### src/rtl/fetch_unit.sv
// Instruction fetch unit: one-outstanding-request fetch FSM with jump/branch
// predecode, a 2-bit saturating branch history table and a single pending
// redirect target that follows the branch delay slot.
module fetch_unit #(
  parameter logic [31:0] RESET_PC = 32'hBFC00000,
  parameter int          BHT_BITS = 4
) (
  input  logic        CLK,
  input  logic        RESET,
  input  logic        STALL,
  input  logic        FLUSH,
  input  logic [31:0] REDIRECT_PC,
  input  logic        BR_UPDATE,
  input  logic [31:0] BR_UPDATE_PC,
  input  logic        BR_UPDATE_TAKEN,
  output logic        IMEM_REQ,
  output logic [31:0] IMEM_ADDR,
  input  logic        IMEM_VALID,
  input  logic [31:0] IMEM_DATA,
  output logic [31:0] Instr1_IF,
  output logic [31:0] Instr_PC_IF,
  output logic [31:0] Instr_PC_Plus4_IF,
  output logic        Branch_prediction_OUT,
  output logic        Instr_valid_OUT
);

  localparam int BHT_SIZE = 1 << BHT_BITS;

  typedef enum logic [1:0] {ST_FETCH, ST_WAIT, ST_HOLD, ST_DROP} state_t;

  state_t              state, next_state;
  logic [31:0]         pc;
  logic [31:0]         pend_target;
  logic                pend_valid;
  logic [1:0]          bht [BHT_SIZE];

  logic [5:0]          opcode;
  logic [31:0]         pc_plus4, br_target, jmp_target;
  logic                is_cond, is_jump, pred_taken, accept;
  logic [BHT_BITS-1:0] lookup_idx, update_idx;
  logic                unused_update_bits;

  // Predecode of the returning instruction; lookup reads the table before
  // any same-cycle update lands, so it always sees the pre-update counter.
  assign opcode     = IMEM_DATA[31:26];
  assign pc_plus4   = pc + 32'd4;
  assign br_target  = pc_plus4 + {{14{IMEM_DATA[15]}}, IMEM_DATA[15:0], 2'b00};
  assign jmp_target = {pc_plus4[31:28], IMEM_DATA[25:0], 2'b00};
  assign is_cond    = opcode inside {6'b000100, 6'b000101, 6'b000110, 6'b000111, 6'b000001};
  assign is_jump    = opcode inside {6'b000010, 6'b000011};
  assign lookup_idx = pc[BHT_BITS+1:2];
  assign update_idx = BR_UPDATE_PC[BHT_BITS+1:2];

  // The delay slot of a predicted-taken branch is never itself predicted:
  // its successor is already fixed by the pending target.
  assign pred_taken = !pend_valid && (is_jump || (is_cond && (bht[lookup_idx] >= 2'd2)));

  // A response is only consumed in WAIT and only if no redirect is arriving.
  assign accept = (state == ST_WAIT) && IMEM_VALID && !FLUSH;

  assign unused_update_bits = ^{BR_UPDATE_PC[31:BHT_BITS+2], BR_UPDATE_PC[1:0]};

  // State register.
  always_ff @(posedge CLK or negedge RESET) begin
    // NOTE: sequential state uses non-blocking assignments so every flop
    // samples pre-edge values regardless of block ordering.
    if (!RESET) state <= ST_FETCH;
    else        state <= next_state;
  end

  // Next-state and memory-request decode.
  always_comb begin
    // NOTE: every output of this block gets a default first, so no path
    // through the case can leave one unassigned and infer a latch.
    next_state = state;
    IMEM_REQ   = 1'b0;
    IMEM_ADDR  = 32'h0;
    case (state)
      ST_FETCH: begin
        // A redirect in the request cycle cancels the request outright, so
        // no orphaned response can ever be in flight.
        if (!FLUSH && RESET) begin
          IMEM_REQ   = 1'b1;
          IMEM_ADDR  = {pc[31:2], 2'b00};
          next_state = ST_WAIT;
        end
      end
      ST_WAIT: begin
        if (FLUSH)           next_state = IMEM_VALID ? ST_FETCH : ST_DROP;
        else if (IMEM_VALID) next_state = STALL ? ST_HOLD : ST_FETCH;
      end
      ST_HOLD: begin
        if (FLUSH || !STALL) next_state = ST_FETCH;
      end
      ST_DROP: begin
        if (IMEM_VALID) next_state = ST_FETCH;
      end
      default: next_state = ST_FETCH;
    endcase
  end

  // Fetch PC and pending predicted target.
  always_ff @(posedge CLK or negedge RESET) begin
    if (!RESET) begin
      pc          <= RESET_PC;
      pend_target <= 32'h0;
      pend_valid  <= 1'b0;
    end else if (FLUSH) begin
      pc         <= REDIRECT_PC;
      pend_valid <= 1'b0;
    end else if (accept) begin
      if (pend_valid) begin
        pc         <= pend_target;
        pend_valid <= 1'b0;
      end else begin
        pc <= pc_plus4;
        if (pred_taken) begin
          pend_target <= is_jump ? jmp_target : br_target;
          pend_valid  <= 1'b1;
        end
      end
    end
  end

  // IF/ID outputs: load on an accepted response, freeze in HOLD while
  // stalled, otherwise present a bubble with the last PC kept.
  always_ff @(posedge CLK or negedge RESET) begin
    if (!RESET) begin
      Instr1_IF             <= 32'h0;
      Instr_PC_IF           <= 32'h0;
      Instr_PC_Plus4_IF     <= 32'h0;
      Branch_prediction_OUT <= 1'b0;
      Instr_valid_OUT       <= 1'b0;
    end else if (accept) begin
      Instr1_IF             <= IMEM_DATA;
      Instr_PC_IF           <= pc;
      Instr_PC_Plus4_IF     <= pc_plus4;
      Branch_prediction_OUT <= pred_taken;
      Instr_valid_OUT       <= 1'b1;
    end else if (FLUSH || !(state == ST_HOLD && STALL)) begin
      Instr1_IF             <= 32'h0;
      Branch_prediction_OUT <= 1'b0;
      Instr_valid_OUT       <= 1'b0;
    end
  end

  // Branch history table: 2-bit saturating counters, trained independently
  // of stall and flush.
  always_ff @(posedge CLK or negedge RESET) begin
    if (!RESET) begin
      // NOTE: this array is reset because every counter must start weakly
      // not-taken; storage arrays without that need are left unreset.
      for (int i = 0; i < BHT_SIZE; i++) bht[i] <= 2'b01;
    end else if (BR_UPDATE) begin
      if (BR_UPDATE_TAKEN) begin
        if (bht[update_idx] != 2'b11) bht[update_idx] <= bht[update_idx] + 2'b01;
      end else begin
        if (bht[update_idx] != 2'b00) bht[update_idx] <= bht[update_idx] - 2'b01;
      end
    end
  end

endmodule

### config.mk
export PLATFORM = sky130hd
export DESIGN_NAME = fetch_unit
export DESIGN_NICKNAME = d
export VERILOG_FILES = /design/src/rtl/fetch_unit.sv
export SDC_FILE = /design/constraint.sdc
export NUM_CORES = 1
export LEC_CHECK = 0
export CORE_MARGIN = 2
export CORE_UTILIZATION = 56
export DETAILED_ROUTE_END_ITERATION = 16
export PLACE_DENSITY = 0.87
export RECOVER_POWER = 100
export REMOVE_ABC_BUFFERS = 1
export SYNTH_ARGS = -nofsm -noshare
export SYNTH_HDL_FRONTEND = slang
export SYNTH_SLANG_ARGS = --single-unit
### constraint.sdc
create_clock -name CLK -period 7.3 [get_ports CLK]
set_clock_uncertainty 0.15 [all_clocks]
set_input_delay 1.46 -clock CLK [delete_from_list [all_inputs] [get_ports CLK]]
set_output_delay 1.46 -clock CLK [all_outputs]
set_load 0.03 [all_outputs]
Word-level counts from Yosys, hierarchy flattened --
Cells that the tools add are included. Widths: inputs -> output; s select.
Storage, ports and cells: bits in registers 197, input bits 103
Operators by class: $add $sub $neg 4, order comparisons 4, equal/unequal tests 16, muxes and demuxes 38, bitwise gates (word level) 4, reductions and logical operators 24
Operators by type and width (number):
- $mux 32 | 11
- $bwmux 32 | 2
- $add 32x3->32 const B | 1
- $add 32x32->32 | 1
- $eq 6x3->1 const B | 4
- $mux 2 | 12
- $bmux 2 s4 | 2
- $eq 6x2->1 const B | 2
- $ge 5x5->1 const B | 2
- $not 4->5 | 2
- $reduce_bool 2->1 | 5
- $mux 1 | 9
- $demux 2 s4 | 1
- $ne 2x2->1 const B | 4
- $pmux 2 s4 | 1
- $reduce_and 4->1 | 2
- $logic_and 1x1->1 | 7
- $eq 6x1->1 const B | 1
- $lt 5x1->1 const B | 1
- $reduce_bool 5->1 | 1
- $eq 2x2->1 const B | 2
- $logic_not 1->1 | 4
- $logic_or 1x1->1 | 3
- $ne 3x3->1 const B | 1
- 8 further kinds | 9

Longest topological paths before layout --
depth in word-level cells 12, mapped depth 17, gate-level depth less buffers 16

Worst setup path after synthesis --
No wires, ideal clock.
kind input to register, start point input BR_UPDATE_PC[2], end point register bht[31] in the netlist's numbering, setup time 0.125 ns, arrival 4.597 ns, setup slack 2.429 ns, stages on the path 10, cells stage by stage clkbuf_1 -> clkbuf_1 -> mux4_2 -> mux4_2 -> ha_1 -> mux2i_1 -> nand2_1 -> nor2_1 -> or4b_2 -> mux2_2
Between the ends: longest elaborated chain between the ends 8, elaborated cells on any way between the ends 21, those cells by class 2 x add/sub; 2 x order compare; 2 x eq/ne; 10 x mux; 1 x bitwise; 4 x reduce/logical
Ends and longest elaborated chain:
- from (decl) | line 14 | input logic [31:0] BR_UPDATE_PC,
- $not 4->5 (not written as such) (*) | line 156, 158
- $bmux 2 s4, or another cell as far along | line 156, 158
- $mux 2 (not written as such) / $logic_and 1x1->1 (equally long branches) | line 156, 158
- $mux 2 (not written as such) | line 156, 158
- $sub 2x1->2, or another cell as far along | line 158 | if (bht[update_idx] != 2'b00) bht[update_idx] <= bht[update_idx] - 2'b01;
- $bwmux 32, on equally long branches | line 158, 156
- $mux 32, on equally long branches | line 158, 156
- $mux 32 | line 155 | if (BR_UPDATE_TAKEN) begin
- to (decl) | line 35 | logic [1:0] bht [BHT_SIZE];
Mark *: on every way between the ends. The rest lies on a longest branch, timed or not. The select of a mux whose other input is x is not followed. A chain may end at the register's enable or synchronous reset.

Worst setup path in the final report --
start point input FLUSH, end point register pend_target[26]
Between the ends: longest elaborated chain between the ends 3, elaborated cells on any way between the ends 4, those cells by class 1 x bitwise; 3 x reduce/logical
Ends and longest elaborated chain:
- from (decl) | line 11 | input logic FLUSH,
- $logic_not 1->1 | line 59 | assign accept = (state == ST_WAIT) && IMEM_VALID && !FLUSH;
- $logic_and 1x1->1 | line 59
- $reduce_and 4->1 (no line) (*)
- to (signal assigned) | line 118 | pend_target <= is_jump ? jmp_target : br_target;
- to (decl) | line 33 | logic [31:0] pend_target;
Mark *: on every way between the ends. The rest lies on a longest branch, timed or not.

==> impl_metrics.tcl <==
set metrics [dict create \
    design.die.area_mm2 0.0207 \
    synth_area_leaders "dfrtp_1, nand2_1, dfstp_2" \
    ir_drop_v 0.000180 \
    synth-edff-count 0 \
    critPathArrivalTime_ns 6.40 \
    final_core_util_pct 70.9 \
    routed_wl_um 31900 \
    cts_buffers 17 \
    io_pins 234 \
    cp_slowest_cell "clkbuf_1" \
    violations "max-capacitance violations, max-slew violations" \
    drive_gt1_share_pct 8.24 \
    cap_violations 4 \
    grt_pass1_wl_um 50300 \
    start_util_pct 56.7 \
    post-route-period-util_pct 85.0 \
    holdWs_ns 0.323 \
    gp_congestion 0.958 \
    crit_fanout 42 \
    drc_errors 0 \
    ys_top_cells_by_count "nand2_1, dfrtp_1, o21ai_0" \
    ctsHoldBuffers 0 \
    synth_fa_ha_area_share_pct 4.52 \
    leakagePower_nw 6.48 \
    cts_max_path_buffers 2 \
    diodes 0 \
    ys_warn_count 0 \
    slowest_delay_ns 1.39 \
    finalInstanceArea_mm2 0.0137 \
    syn_area_per_cell_um2 9.02 \
    async_flop_share_pct 100 \
    critical_path_class "in -> reg" \
    clk_pin_slew_ns 0.08 \
    synth_top_family_by_area "simple AND/OR/NAND/NOR gates" \
    cts_tree "built" \
    nets 1513 \
    first_iter_violations 926 \
    critPathCaptureType "register" \
    cts_max_level 4 \
    root_buffer "clkbuf_16" \
    cp_top_family "buffers and inverters" \
    drt-wirelength-per-cell_um 19.3 \
    antenna_found_initial 0 \
    portBuffers 203 \
    finalSetupViolCount 0 \
    synthMuxAreaShare_pct 7.40 \
    maxSlewHeadroom_pct -135 \
    yosysUniqueCellTypes 61 \
    cts_setup_buffers 0 \
    fmax_mhz 161 \
    finalHoldViolCount 0 \
    clock_sinks 195 \
    dpl_cell_area_mm2 0.0131 \
    die_w_um 144 \
    hold_class "reg -> reg" \
    total_power_mw 4.09 \
    critPathLaunchType "primary input" \
    design.core.area_mm2 0.0193 \
    fp.dieH_um 144 \
    path_buf_inv 4 \
    num-fill-cells 1435 \
    viasPerCell 5.94 \
    p_seq_share_pct 38.9 \
    synth_xor_area_share_pct 4.16 \
    path_cells "dlygate4sd3_1, clkbuf_1, inv_1, nand2_1, nor3_1, o21ai_4, buf_4, nor2_1, a221oi_1" \
    status "complete, but fails checks" \
    ant_nets 0 \
    worstMarginPinSlew_ns 3.53 \
    finalMaxSlewViolations 200 \
    post_cts_resized 0 \
    areaGrowthSynthToFinish_pct 25.1 \
    synth-simple-area-share_pct 18.2 \
    syn_area_mm2 0.0110 \
    synth_cells 1215 \
    fin_setup_tns_ns 0 \
    p_sw_share_pct 38.3 \
    yosys.area.top_type "dfrtp_1" \
    first_pass_iters 5 \
    grt.overflow.total 0 \
    p_int_mw 2.52 \
    rows 51 \
    synth_compound_area_share_pct 16.9 \
    dp_hpwl_um 21600 \
    p_clk_share_pct 24.4 \
    power.density_mw_per_mm2 298 \
    power_frac_comb_pct 36.7 \
    grt_usage_pct 31.3 \
    rsz0062_at_grt "false" \
    grt_max_degree 86 \
    p_sw_mw 1.57 \
    synth_seq_cells 195 \
    via_count 9793 \
    ys.flop_type "dfrtp_1" \
    required_ns 7.49 \
    yosysSeqAreaShare_pct 44.8 \
    synth_top_area_share_pct 38.8 \
    clock_latency_ns 0.45 \
    yosysMostFrequentCell "nand2_1" \
    post-route-min-period_ns 6.21 \
    grt_pass1_vias 9569 \
]
[power groups by stage]
stage / Sequential, mW / Clock (mW) / Combinational, mW
after floorplan: 1.84 / 0 / 0.673
after global placement: 1.59 / 0 / 1.50
after detailed placement: 1.61 / 0 / 1.54
after CTS: 1.59 / 1.00 / 1.56
after global routing: 1.62 / 1.05 / 1.63
final: 1.59 / 0.998 / 1.50
[worst paths after layout]
check / startpoint / endpoint / slack (ns) / depth (start not counted)
max: FLUSH / pend_target[26] / 1.09 / 9
min: Instr_PC_IF[13] / Instr_PC_IF[13] / 0.32 / 2
max in group asynchronous: RESET / Instr_PC_Plus4_IF[20] / 2.30 / 2
min reg2reg: Instr_PC_IF[13] / Instr_PC_IF[13] / 0.32 / 2
max reg2reg: pc[2] / pend_target[31] / 2.03 / 14
min in group asynchronous: RESET / bht[13] / 0.90 / 1
[worst reg2reg max path: cells and delay by family (launching register included)]
family	cells	cell delay (ns)
flip-flops	1	0.63
buffers and inverters	1	0.09
AND/OR/NAND/NOR	5	2.14
AO/OA/AOI/OAI	4	0.83
adder cells (fa/ha/maj)	2	0.73
XOR/XNOR	2	0.60
[cell type report]
| class | instances | area [µm²] | share of cell area, % |
|---|---|---|---|
| flip-flops and latches | 195 | 4910 | 35.8 |
| well taps | 265 | 332 | 2.42 |
| inverters | 28 | 105 | 0.767 |
| clock buffers | 18 | 429 | 3.13 |
| clock inverters | 14 | 191 | 1.40 |
| repair buffers | 215 | 2100 | 15.3 |
| multi-input cells | 914 | 5640 | 41.1 |
[kinds of logic (layout without fill, tap and decap cells)]
logic type               count (synthesis)  count (layout)
adder cells (fa/ha/maj)                 39              39
buffers and inverters                  107             275
flip-flops                             195             195
AO/OA/AOI/OAI                          300             300
XOR/XNOR                                52              52
other                                    1               2
AND/OR/NAND/NOR                        460             460
multiplexers                            61              61
[layer usage]
layer | share of wire (%) | vias up | global-route usage [%]
met2 | 49 | 463 | 51.8
li1 | - | 4505 | -
met5 | 0 | - | 0
met4 | 3.2 | 0 | 12.9
met1 | 40 | 4744 | 41.5
met3 | 7.7 | 81 | 4.43
[sequential cells by signal, summed over array words and instances, names as in the netlist, named ones only]
signal and flops:
Branch_prediction_OUT 1, Instr1_IF 32, Instr_PC_IF 32, Instr_PC_Plus4_IF 30, Instr_valid_OUT 1, bht 16, pc 32, pend_target 32
pend_valid 1, state 2
[through the flow]
stage | instances | worst slack, ns
after floorplan | 1137 | 1.20
after global placement | 1617 | 1.53
after detailed placement | 1617 | 1.38
after CTS | 1649 | 1.68
after global routing | 1649 | 0.872
final | 1649 | 1.09
[cells in the final DEF, fill, tap and decap left out, types with 16 or more instances in the layout]
master,n
a21o_1,25
a21oi_1,83
a22o_1,33
and2_1,36
clkbuf_16,17
clkdlybuf4s50_1,71
dfrtp_1,169
dfstp_2,25
dlygate4sd3_1,131
ha_1,38
inv_1,28
mux2_2,29
mux2i_1,18
nand2_1,264
nand3_1,16
nor2_1,80
nor3_1,18
o21ai_0,98
xnor2_1,32
xor2_1,20
No activity file was read; power rests on OpenSTA's default activity.
